`config.mk`:
```
export PLATFORM = sky130hd
export DESIGN_NAME = fault_campaign_ctrl
export DESIGN_NICKNAME = d
export VERILOG_FILES = /design/src/rtl/mbist_fi_pkg.sv /design/src/rtl/fault_desc_table.sv /design/src/rtl/fault_campaign_ctrl.sv
export SDC_FILE = /design/constraint.sdc
export NUM_CORES = 1
export LEC_CHECK = 0
export ABC_AREA = 1
export BUFFER_PORTS_ARGS = -buffer_cell sky130_fd_sc_hd__buf_4
export CELL_PAD_IN_SITES_DETAIL_PLACEMENT = 2
export CELL_PAD_IN_SITES_GLOBAL_PLACEMENT = 2
export CORE_UTILIZATION = 30
export DETAILED_ROUTE_END_ITERATION = 6
export GPL_ROUTABILITY_DRIVEN = 0
export PLACE_DENSITY_LB_ADDON = 0.12
export SLEW_MARGIN = 15
export SYNTH_ARGS = -nofsm -noshare
export SYNTH_HDL_FRONTEND = slang
export SYNTH_HIERARCHICAL = 1
export SYNTH_SLANG_ARGS = --single-unit
```
`constraint.sdc`:
```
create_clock -name clk -period 4.8 [get_ports clk]
set_input_delay 0.48 -clock clk [delete_from_list [all_inputs] [get_ports clk]]
set_output_delay 0.48 -clock clk [all_outputs]
set_load 0.05 [all_outputs]
```
`src/rtl/mbist_fi_pkg.sv`:
```
// Shared types for the MBIST fault injector and its campaign sequencer.
package mbist_fi_pkg;

  localparam int ROW_BITS = 4;
  localparam int COL_BITS = 4;
  localparam int DATA_W   = 8;
  localparam int BIT_BITS = $clog2(DATA_W);

  typedef enum logic [2:0] {
    NONE = 3'd0,
    SAF  = 3'd1,
    TF   = 3'd2,
    AF   = 3'd3,
    CF   = 3'd4
  } fault_e;

  typedef struct packed {
    logic                valid;
    fault_e              fault_type;
    logic                apply_row;
    logic                apply_col;
    logic                apply_cell;
    logic [ROW_BITS-1:0] target_row;
    logic [COL_BITS-1:0] target_col;
    logic [BIT_BITS-1:0] bit_sel;
    logic                saf_force_value;
    logic [ROW_BITS-1:0] aggr_row;
    logic [COL_BITS-1:0] aggr_col;
  } fault_desc_t;

  typedef enum logic [2:0] {
    IDLE   = 3'd0,
    LOAD   = 3'd1,
    SETTLE = 3'd2,
    RUN    = 3'd3,
    WAIT   = 3'd4,
    RECORD = 3'd5,
    DONE   = 3'd6
  } campaign_state_e;

endpackage

```
`src/rtl/fault_desc_table.sv`:
```
// Fault descriptor register file; only the valid bits are reset.
module fault_desc_table
  import mbist_fi_pkg::*;
#(
  parameter int NUM_FAULTS = 8
) (
  input  logic                          clk,
  input  logic                          rst,
  input  logic                          we,
  input  logic [$clog2(NUM_FAULTS)-1:0] widx,
  input  fault_desc_t                   wdata,
  input  logic [$clog2(NUM_FAULTS)-1:0] ridx,
  output fault_desc_t                   rdata
);

  fault_desc_t mem [NUM_FAULTS];

  always_ff @(posedge clk) begin
    if (rst) begin
      for (int i = 0; i < NUM_FAULTS; i++)
        mem[i].valid <= 1'b0;
    end else if (we) begin
      mem[widx] <= wdata;
    end
  end

  assign rdata = mem[ridx];

endmodule

```
`src/rtl/fault_campaign_ctrl.sv`:
```
// Fault-coverage campaign sequencer: one golden MBIST pass, then one
// pass per valid descriptor, recording detections and escapes.
module fault_campaign_ctrl
  import mbist_fi_pkg::*;
#(
  parameter int ROW_ADDR_BITS  = 4,
  parameter int COL_ADDR_BITS  = 4,
  parameter int DATA_WIDTH     = 8,
  parameter int NUM_FAULTS     = 8,
  parameter int TIMEOUT_CYCLES = 4096
) (
  input  logic                            clk,
  input  logic                            rst,
  input  logic                            cfg_we,
  input  logic [$clog2(NUM_FAULTS)-1:0]   cfg_idx,
  input  fault_desc_t                     cfg_wdata,
  input  logic                            campaign_start,
  output logic                            campaign_busy,
  output logic                            campaign_done,
  output logic                            golden_fail,
  output logic                            timeout_err,
  output logic [NUM_FAULTS-1:0]           detected,
  output logic [NUM_FAULTS-1:0]           tested,
  output logic [$clog2(NUM_FAULTS+1)-1:0] escape_count,
  output logic [2:0]                      fi_fault_type,
  output logic                            fi_apply_row,
  output logic                            fi_apply_col,
  output logic                            fi_apply_cell,
  output logic [ROW_ADDR_BITS-1:0]        fi_target_row,
  output logic [COL_ADDR_BITS-1:0]        fi_target_col,
  output logic [$clog2(DATA_WIDTH)-1:0]   fi_bit_sel,
  output logic                            fi_saf_force_value,
  output logic [ROW_ADDR_BITS-1:0]        fi_cf_aggr_row,
  output logic [COL_ADDR_BITS-1:0]        fi_cf_aggr_col,
  output logic                            mbist_start,
  input  logic                            mbist_done,
  input  logic                            mbist_fail
);

  localparam int IW = $clog2(NUM_FAULTS);
  localparam int CW = $clog2(NUM_FAULTS + 1);
  localparam int WW = $clog2(TIMEOUT_CYCLES);
  localparam int BW = $clog2(DATA_WIDTH);
  localparam logic [IW-1:0] LAST    = IW'(NUM_FAULTS - 1);
  localparam logic [WW-1:0] WD_LAST = WW'(TIMEOUT_CYCLES - 1);

  campaign_state_e state;
  logic            golden;
  logic            fail_q;
  logic [IW-1:0]   idx;
  logic [WW-1:0]   wdog;
  fault_desc_t     fi_q;
  fault_desc_t     entry;
  logic            unused_fi_valid;

  fault_desc_table #(
    .NUM_FAULTS(NUM_FAULTS)
  ) u_table (
    .clk   (clk),
    .rst   (rst),
    .we    (cfg_we && state == IDLE),
    .widx  (cfg_idx),
    .wdata (cfg_wdata),
    .ridx  (idx),
    .rdata (entry)
  );

  always_ff @(posedge clk) begin
    if (rst) begin
      state         <= IDLE;
      golden        <= 1'b0;
      fail_q        <= 1'b0;
      idx           <= '0;
      wdog          <= '0;
      fi_q          <= '0;
      campaign_done <= 1'b0;
      golden_fail   <= 1'b0;
      timeout_err   <= 1'b0;
      detected      <= '0;
      tested        <= '0;
      escape_count  <= '0;
    end else begin
      unique case (state)
        IDLE: if (campaign_start) begin
          campaign_done <= 1'b0;
          golden_fail   <= 1'b0;
          timeout_err   <= 1'b0;
          detected      <= '0;
          tested        <= '0;
          escape_count  <= '0;
          golden        <= 1'b1;
          idx           <= '0;
          state         <= LOAD;
        end
        LOAD: if (golden) begin
          fi_q  <= '0;
          state <= SETTLE;
        end else if (!entry.valid) begin
          if (idx == LAST) begin
            fi_q  <= '0;
            state <= DONE;
          end else begin
            idx <= idx + 1'b1;
          end
        end else begin
          fi_q  <= entry;
          state <= SETTLE;
        end
        SETTLE: state <= RUN;
        RUN: begin
          wdog  <= '0;
          state <= WAIT;
        end
        // A hung MBIST aborts the whole campaign, not just this pass.
        WAIT: if (mbist_done) begin
          fail_q <= mbist_fail;
          state  <= RECORD;
        end else if (wdog == WD_LAST) begin
          timeout_err <= 1'b1;
          fi_q        <= '0;
          state       <= DONE;
        end else begin
          wdog <= wdog + 1'b1;
        end
        RECORD: if (golden) begin
          if (fail_q) begin
            golden_fail <= 1'b1;
            fi_q        <= '0;
            state       <= DONE;
          end else begin
            golden <= 1'b0;
            idx    <= '0;
            state  <= LOAD;
          end
        end else begin
          tested[idx]   <= 1'b1;
          detected[idx] <= fail_q;
          if (!fail_q)
            escape_count <= escape_count + CW'(1);
          if (idx == LAST) begin
            fi_q  <= '0;
            state <= DONE;
          end else begin
            idx   <= idx + 1'b1;
            state <= LOAD;
          end
        end
        DONE: begin
          campaign_done <= 1'b1;
          state         <= IDLE;
        end
        default: state <= IDLE;
      endcase
    end
  end

  assign campaign_busy      = (state != IDLE);
  assign mbist_start        = (state == RUN);
  assign fi_fault_type      = fi_q.fault_type;
  assign fi_apply_row       = fi_q.apply_row;
  assign fi_apply_col       = fi_q.apply_col;
  assign fi_apply_cell      = fi_q.apply_cell;
  assign fi_target_row      = ROW_ADDR_BITS'(fi_q.target_row);
  assign fi_target_col      = COL_ADDR_BITS'(fi_q.target_col);
  assign fi_bit_sel         = BW'(fi_q.bit_sel);
  assign fi_saf_force_value = fi_q.saf_force_value;
  assign fi_cf_aggr_row     = ROW_ADDR_BITS'(fi_q.aggr_row);
  assign fi_cf_aggr_col     = COL_ADDR_BITS'(fi_q.aggr_col);
  assign unused_fi_valid    = fi_q.valid;

endmodule

```
* Word level (Yosys, flattened, before mapping) *
Memories as Yosys holds them, arrays and structs flattened. A register that Yosys moved wholly into a read port is not among the register bits.
Cells that the tools add are included.

cells by class
  bitwise gates (word level) = 1
  magnitude comparators = 2
  $add $sub $neg = 3
  mux-type cells = 62
  eq/ne operators = 22
  reductions and logical operators = 22

operator list
  kind                                           count
  2-to-1 mux 27 bit                              8
  one-hot mux 27 bit (3 select lines)            1
  2-to-1 mux 3 bit                               18
  one-hot mux 8 bit (2 select lines)             2
  OR reduction 27 bit                            1
  2-to-1 mux 12 bit                              2
  2-to-1 mux 8 bit                               3
  one-hot mux 12 bit (2 select lines)            1
  inequality test 2 bit, second input constant   10
  one-hot mux 3 bit (6 select lines)             1
  AND reduction 4 bit                            4
  2-to-1 mux 1 bit                               14
  adder 12 x 1 -> 12 bit, second input constant  1
  equality test 12 bit, second input constant    1
  equality test 3 bit, second input constant     4
  2-to-1 mux 4 bit                               3
  inequality test 3 bit, second input constant   3
  one-hot mux 3 bit (3 select lines)             1
  AND reduction 3 bit                            3
  nonzero test 3 bit                             3
  bitwise mux 8 bit                              1
  bitwise OR 8 bit                               1
  one-hot mux 1 bit (2 select lines)             4
  one-hot mux 4 bit (2 select lines)             1
  14 further kinds                               21

storage, ports and cells
  input port bits = 36
  output and inout port bits = 51
  memories kept = 1
  flip-flop bits (word level) = 70
  RAM bits = 216
  word-level logic and storage cells = 135

memories
  memory       words  bits a word  read ports  clocked after memory_dff  wr ports  line                    source
  u_table.mem  8      27           1           1                         8         fault_desc_table.sv:16  fault_desc_t mem [NUM_FAULTS];

* Logic depth before layout (Yosys ltp) *
Gate-level depths: netlist (run 1).

  depth in word-level cells = 7
  depth in mapped cells = 17

* Modules after synthesis *
The synthesis (run 1) kept the hierarchy.

by module, submodules not included
  module               area each (µm²)  cells each  instances  sequential area each (µm²)
  fault_desc_table     9550.4           974         1          6486.2
  fault_campaign_ctrl  3985.1           659         1          1381.3

* Least setup slack after synthesis (run 1) *
No wires, ideal clock.

  kind = register to register
  start point = register state[0]
  end point = memory u_table/mem[6][26] (netlist bit) (enable)
  slack = 1913 ps
  stages on the path, launching flop included = 10
  period minus slack after synthesis = 2887 ps
  setup time = 296 ps
  arrival time = 2592 ps
  buffers on the path = 0
  data required time = 4504 ps
  path through = dfxtp_1 nor2_2 nand2_2 nor2_1 nand2_1 nor2_1 inv_1 nor2_1 inv_1 nand2_1

RTL lines
  element                 line                       source
  start, declared         fault_campaign_ctrl.sv:47  campaign_state_e state;
  start signal, assigned  fault_campaign_ctrl.sv:70  state <= IDLE;
  start signal, assigned  fault_campaign_ctrl.sv:93  state <= LOAD;
  start signal, assigned  fault_campaign_ctrl.sv:97  state <= SETTLE;
  end, declared           fault_desc_table.sv:16

* Worst setup path after layout (run 1) *
  start point = register idx[0]
  end point = register state[2]

on the way
  word-level cells in the longest chain between the ends = 4
  elaborated cells on any way between the ends = 6
  classes of those cells = eq/ne (2); mux (3); reduce/logical (1)

RTL lines
  element                             line                                                   source
  start, declared                     fault_campaign_ctrl.sv:50                              logic [IW-1:0] idx;
  start signal, assigned              fault_campaign_ctrl.sv:103                             idx <= idx + 1'b1;
  start signal, assigned              fault_campaign_ctrl.sv:144                             idx <= idx + 1'b1;
  equality test 3 bit (*)             fault_campaign_ctrl.sv:99, fault_campaign_ctrl.sv:140
  2-to-1 mux 3 bit                    fault_campaign_ctrl.sv:140                             if (idx == LAST) begin
  2-to-1 mux 3 bit                    fault_campaign_ctrl.sv:125                             RECORD: if (golden) begin
  one-hot mux 3 bit (6 select lines)  fault_campaign_ctrl.sv:83                              unique case (state)
  end signal, assigned                fault_campaign_ctrl.sv:101                             state <= DONE;
  end signal, assigned                fault_campaign_ctrl.sv:129                             state <= DONE;
  end signal, assigned                fault_campaign_ctrl.sv:142                             state <= DONE;

Mark *: on every way between the ends. The rest lies on a longest branch, timed or not.
A chain may end at the register's enable or synchronous reset.

==> out/qor.yml, run 1 <==
hold_buffers: 0
rsz0062_at_grt: "no"
min_from: "cfg_wdata[14]"
clk_latency_ps: 540
fmax_ghz: 0.306
std_cell_rows: 77
grt_pass1_wl_um: 66200
layout-drive-gt1-share: 0.106
yosysWarningCount: 6
cp.required_ps: 5250
dieHeight_um: 214
routedWlPerCell_um: 18.1
antenna_found_initial: 4
synthFlopType: "edfxtp_1"
final_area_sq_um: 15800
drt_iter0_markers: 492
fin_crit_ps: 3270
worstReg2RegStart: "idx[0]"
worstPathMaxFanout: 51
cpPeakStageDelay_ps: 660
cpMostUsedCell: "nand2_1"
final-instance-count-excl-fill: 2320
ant_nets: 0
worstPathCellList: "inv_4 -> nand2_1 -> nand3_1 -> nand2_1 -> nand2_1 -> nand2_1 -> buf_4 -> inv_1 -> nand2_1 -> inv_1 -> nand3_1 -> nand2_1 -> nor2_1 -> nand2_1 -> a21oi_1"
drv_cap: 0
grt_pass1_vias: 11734
setup_ws_ps: 1530
skew_ps: 16.1
yosysTopAreaCellShare: 0.479
hold_ws_ps: 173
critPathArrivalTime_ps: 3720
area_delta_synth_final_pct: 16.6
worstSetupPathType: "register to register"
die_x_um: 214
hpwl_um: 26200
irDropWorstVdd_mv: 0.258
cts_resized: 0
drt_pass1_iterations: 4
grt_max_degree: 79
worst_slew_pin_slew_ps: 934
drt-total-wl_um: 42000
pre_cts_ws_ps: 1460
status: "finished clean"
seq_area_frac_synth: 0.581
cts_setup_buffers: 0
dp_cells: 2258
finalNetCount: 1743
cp-end-kind: "register"
synth.area.top_cells: "edfxtp_1, nand2_1, dfxtp_1"
leakage_nw: 7.11
drc: 0
async_flop_share: 0
cts_root_buf: "clkbuf_16"
rr_worst_depth: 15
vias: 10895
numCtsBuffers: 36
finalSetupTns_ps: 0
fin_crit_sh: 0.681
cts.sinks: 285
htreeDepth: 2
initial_utilization: 0.305
die_area_sq_um: 46000
grt_usage: 0.186
cts.clk_slew.worst_paths_ps: 50
crit_path_start_kind: "register"
hold_class: "input port to register"
placed_cell_area_sq_um: 14700
finalSetupViolCount: 0
synth_nets: 1672
grt_remaining_overflow: 0
cts_tree: "done"
yosys-top-cells-count: "nand2_1, inv_1, edfxtp_1"
yosysMostFrequentCell: "nand2_1"
netlist_instances: 1633
synthesis.area_sq_um: 13500
avgSynthCellArea_sq_um: 8.29
relSlewSlack: 0.376
crit_start: "idx[0]"
hold_depth: 1
yosys.area.top_type: "edfxtp_1"
vias_per_cell: 4.70
core_sq_um: 44300
p_per_area_nw_per_um2: 542
hold_viol_final: 0
clock_path_buffers: 3
io_pins: 87
critPathSlowestCell: "dfxtp_4"
drv_slew: 0
synth-edff-count: 216
synth.ff_latch_count: 285
numPortBuffers: 86
synth_cell_types: 33
per-stage QoR:
stage                     utilization  total power, mW
after floorplan                     -             5.24
after global placement          0.332             6.04
after detailed placement        0.332             6.13
after CTS                       0.356             8.72
after global routing            0.356             9.13
final                           0.356             8.55
power by group:
group          switching, mW  total (mW)  internal [mW]
clock                   1.05        2.53           1.48
sequential             0.256        3.13           2.88
combinational           2.09        2.89          0.801
total                   3.39        8.55           5.16
kinds of logic (layout without fill, tap and decap cells):
family	after synthesis	in the layout	share of synthesized area
buffers and inverters	372	466	0.110
other	0	1	0
and+or+nand+nor	847	847	0.256
xor gates and xnor gates	2	2	0.00129
AOI/OAI and AO/OA	124	124	0.0478
adders and majority gates	3	3	0.00277
DFF	285	285	0.581
path summary, 6_finish.rpt:
path                                            to  slack (ps)
worst max-delay path                      state[2]        1530
worst min-delay path            u_table/mem[6][14]         170
worst max register to register            state[2]        1530
worst min register to register           tested[6]         450
cells in the final DEF, fill, tap and decap left out, drive strengths merged, types with 12 or more instances in the layout:
master  instances
nor3           12
dfxtp          69
nand3         159
nor2          128
clkbuf         51
inv           303
o21ai          68
nand2         538
a21oi          46
buf           102
edfxtp        216
per-layer routing:
layer / vias up / global-route usage / wire length [um]
met4: 0 / 0.0460 / 751
met5: - / 0 / 0
met2: 116 / 0.325 / 20600
met1: 5463 / 0.240 / 19100
met3: 57 / 0.0291 / 1610
li1: 5259 / - / -
registers in the layout, summed over array words and instances (netlist names):
| register | count |
|---|---|
| u_table/mem | 216 |
| wdog | 12 |
| detected | 8 |
| tested | 8 |
| escape_count | 4 |
| fi_cf_aggr_col | 4 |
| fi_cf_aggr_row | 4 |
| fi_target_col | 4 |
| fi_target_row | 4 |
| fi_bit_sel | 3 |
| fi_fault_type | 3 |
| idx | 3 |
| state | 3 |
| campaign_done | 1 |
| fail_q | 1 |
| fi_apply_cell | 1 |
| fi_apply_col | 1 |
| fi_apply_row | 1 |
| fi_saf_force_value | 1 |
| golden | 1 |
| golden_fail | 1 |
| timeout_err | 1 |
final cells by class:
| type | instances | area, sq um |
|---|---|---|
| Inverter | 303 | 1140 |
| Antenna cell | 1 | 2.50 |
| Tap cell | 592 | 741 |
| Multi-Input combinational cell | 976 | 4190 |
| Clock inverter | 10 | 82.6 |
| Timing Repair Buffer | 102 | 766 |
| Fill cell | 5040 | 28500 |
| Sequential cell | 285 | 7870 |
| Clock buffer | 51 | 987 |
critical path: cells and delay by family (launching register included):
kind | cells | cell delay (ps)
AOI/OAI and AO/OA | 1 | 160
buffers and inverters | 4 | 1180
DFF | 1 | 660
and+or+nand+nor | 10 | 1160
(Power assumes the default switching activity.)
==> run 2: changes to the inputs <==
Clock period 4.8 ns to 3.3 ns, I/O delays scaled along.
==> run 2 against run 1 <==
Effect of this change: wire length decreased by 0.70%; flip-flop and latch count stayed put; setup slack worse by 920 ps; utilization grew 0.67 points; clock-buffer cell count down 8; critical path type unchanged; global-route usage is 0.072 points lower.
==> out/qor.yml, run 2 (synthesis results as in run 1) <==
crit_start: "idx[0]"
grt_pass1_vias: 11940
cp.required_ps: 3760
drt-total-wl_um: 41700
htreeDepth: 2
largest_reg_flops: 216
routedWlPerCell_um: 17.8
clk_latency_ps: 560
min_from: "cfg_wdata[2]"
seqCellArea_sq_um: 7870
largest-register: "u_table/mem"
cts_tree: "done"
cts_root_buf: "clkbuf_16"
hpwl_um: 26200
worstReg2RegStart: "idx[0]"
final-instance-count-excl-fill: 2347
dp_cells: 2263
hold_viol_final: 0
grt_remaining_overflow: 0
clock_path_buffers: 3
initial_utilization: 0.305
vias_per_cell: 4.67
drt_pass1_iterations: 4
drv_slew: 0
cp-end-kind: "register"
cpMostUsedCell: "nand2_1"
met3_usage: 0.0252
hold_class: "input port to register"
area_delta_synth_final_pct: 18.8
hold_ws_ps: 30.8
status: "finished clean"
critPathArrivalTime_ps: 3150
grt_max_degree: 87
core_sq_um: 44300
grt.busiest_layer: "met2"
num-fill-cells: 5044
finalSetupTns_ps: 0
die_x_um: 214
finalNetCount: 1764
layout-drive-gt1-share: 0.112
grt_use_met1: 0.245
io_pins: 87
cts.clk_slew.worst_paths_ps: 60
fin_crit_ps: 2690
numPortBuffers: 86
irDropWorstVdd_mv: 0.401
p_per_area_nw_per_um2: 789
rsz0062_at_grt: "no"
cts_setup_buffers: 0
drt_iter0_markers: 432
cpPeakStageDelay_ps: 710
multi_input_area_sq_um: 4190
antenna_found_initial: 1
std_cell_rows: 77
setup_ws_ps: 614
worst_slew_pin_slew_ps: 937
relSlewSlack: 0.374
grt_usage: 0.185
dieHeight_um: 214
cts.sinks: 285
skew_ps: 20.8
worstPathMaxFanout: 32
fmax_ghz: 0.372
drc: 0
layout_common_cells: "nand2_1, inv_1, edfxtp_1"
numCtsBuffers: 36
fin_crit_sh: 0.814
worstSetupPathType: "register to register"
worstPathCellList: "inv_4 -> nand2_1 -> nand3_1 -> nand2_1 -> nand2_1 -> nand2_1 -> inv_1 -> nand2_1 -> nand2_1 -> inv_1 -> nor2_1 -> nand2_1 -> a21oi_1"
largestRegisters: "u_table/mem (216), wdog (12)"
crit_path_start_kind: "register"
final_common_cell: "nand2_1"
die_area_sq_um: 46000
pre_cts_ws_ps: 529
critPathSlowestCell: "inv_1"
vias: 10953
drv_cap: 0
grt_pass1_wl_um: 66600
ant_nets: 0
finalSetupViolCount: 0
use_met2: 0.317
leakage_nw: 7.26
==> run 2: cell types whose count changed in the layout (fill, tap and decap cells not counted), moves of 2 or more <==
| cell | delta |
|---|---|
| dlygate4sd3_1 | +16 |
| clkinv_2 | +8 |
| clkbuf_1 | -5 |
| buf_4 | +4 |
| clkbuf_8 | -3 |
| bufinv_16 | +2 |
| clkinv_8 | +2 |
| clkinvlp_4 | +2 |
| inv_1 | +2 |
| inv_2 | -2 |
==> run 2: per-layer routing <==
metal | part of all wire | up-vias
li1 | - | 5312
met1 | 0.48 | 5489
met2 | 0.48 | 101
met3 | 0.028 | 51
met4 | 0.018 | 0
met5 | 0 | -
==> run 2: cell type report <==
cell class / count / share of cell area
clock buffers: 43 / 0.0577
repair buffers: 123 / 0.0607
flip-flops and latches: 285 / 0.490
inverters: 303 / 0.0709
diodes: 2 / 0.000311
multi-input cells: 976 / 0.261
well taps: 592 / 0.0461
clock inverters: 23 / 0.0141
==> run 2: stage by stage <==
| stage | power, mW | area, sq um | utilization |
|---|---|---|---|
| 4_1_cts | 12.9 | 16100 | 0.363 |
| 3_5_place_dp | 8.95 | 14800 | 0.333 |
| 2_1_floorplan | 7.62 | 13500 | - |
| 6_report | 12.7 | 16100 | 0.363 |
| 3_3_place_gp | 8.80 | 14800 | 0.333 |
| 5_1_grt | 13.5 | 16100 | 0.363 |
==> run 2: final timing paths <==
kind / depth (start not counted) / slack [ps] / to
setup / recovery: 13 / 610 / idx[0]
hold / removal: 1 / 30 / u_table/mem[2][2]
setup reg to reg: 13 / 610 / idx[0]
hold reg to reg: 2 / 450 / tested[2]
==> run 2: critical path, delay by kind of cell, from the launching register on <==
family	cells	cell delay (ps)
AOI/OAI and AO/OA	1	150
buffers and inverters	3	1010
DFF	1	430
and+or+nand+nor	9	1000
==> run 2: where the power goes <==
| group | switching (mW) | total (mW) | internal [mW] |
|---|---|---|---|
| logic | 3.10 | 4.29 | 1.19 |
| clock network | 1.61 | 3.87 | 2.26 |
| registers | 0.338 | 4.52 | 4.19 |
==> run 2: repair_timing <==
action,in CTS,in global routing
endpoints found under the hold margin,111,0
hold buffers,16,0
gates resized for setup,0,0
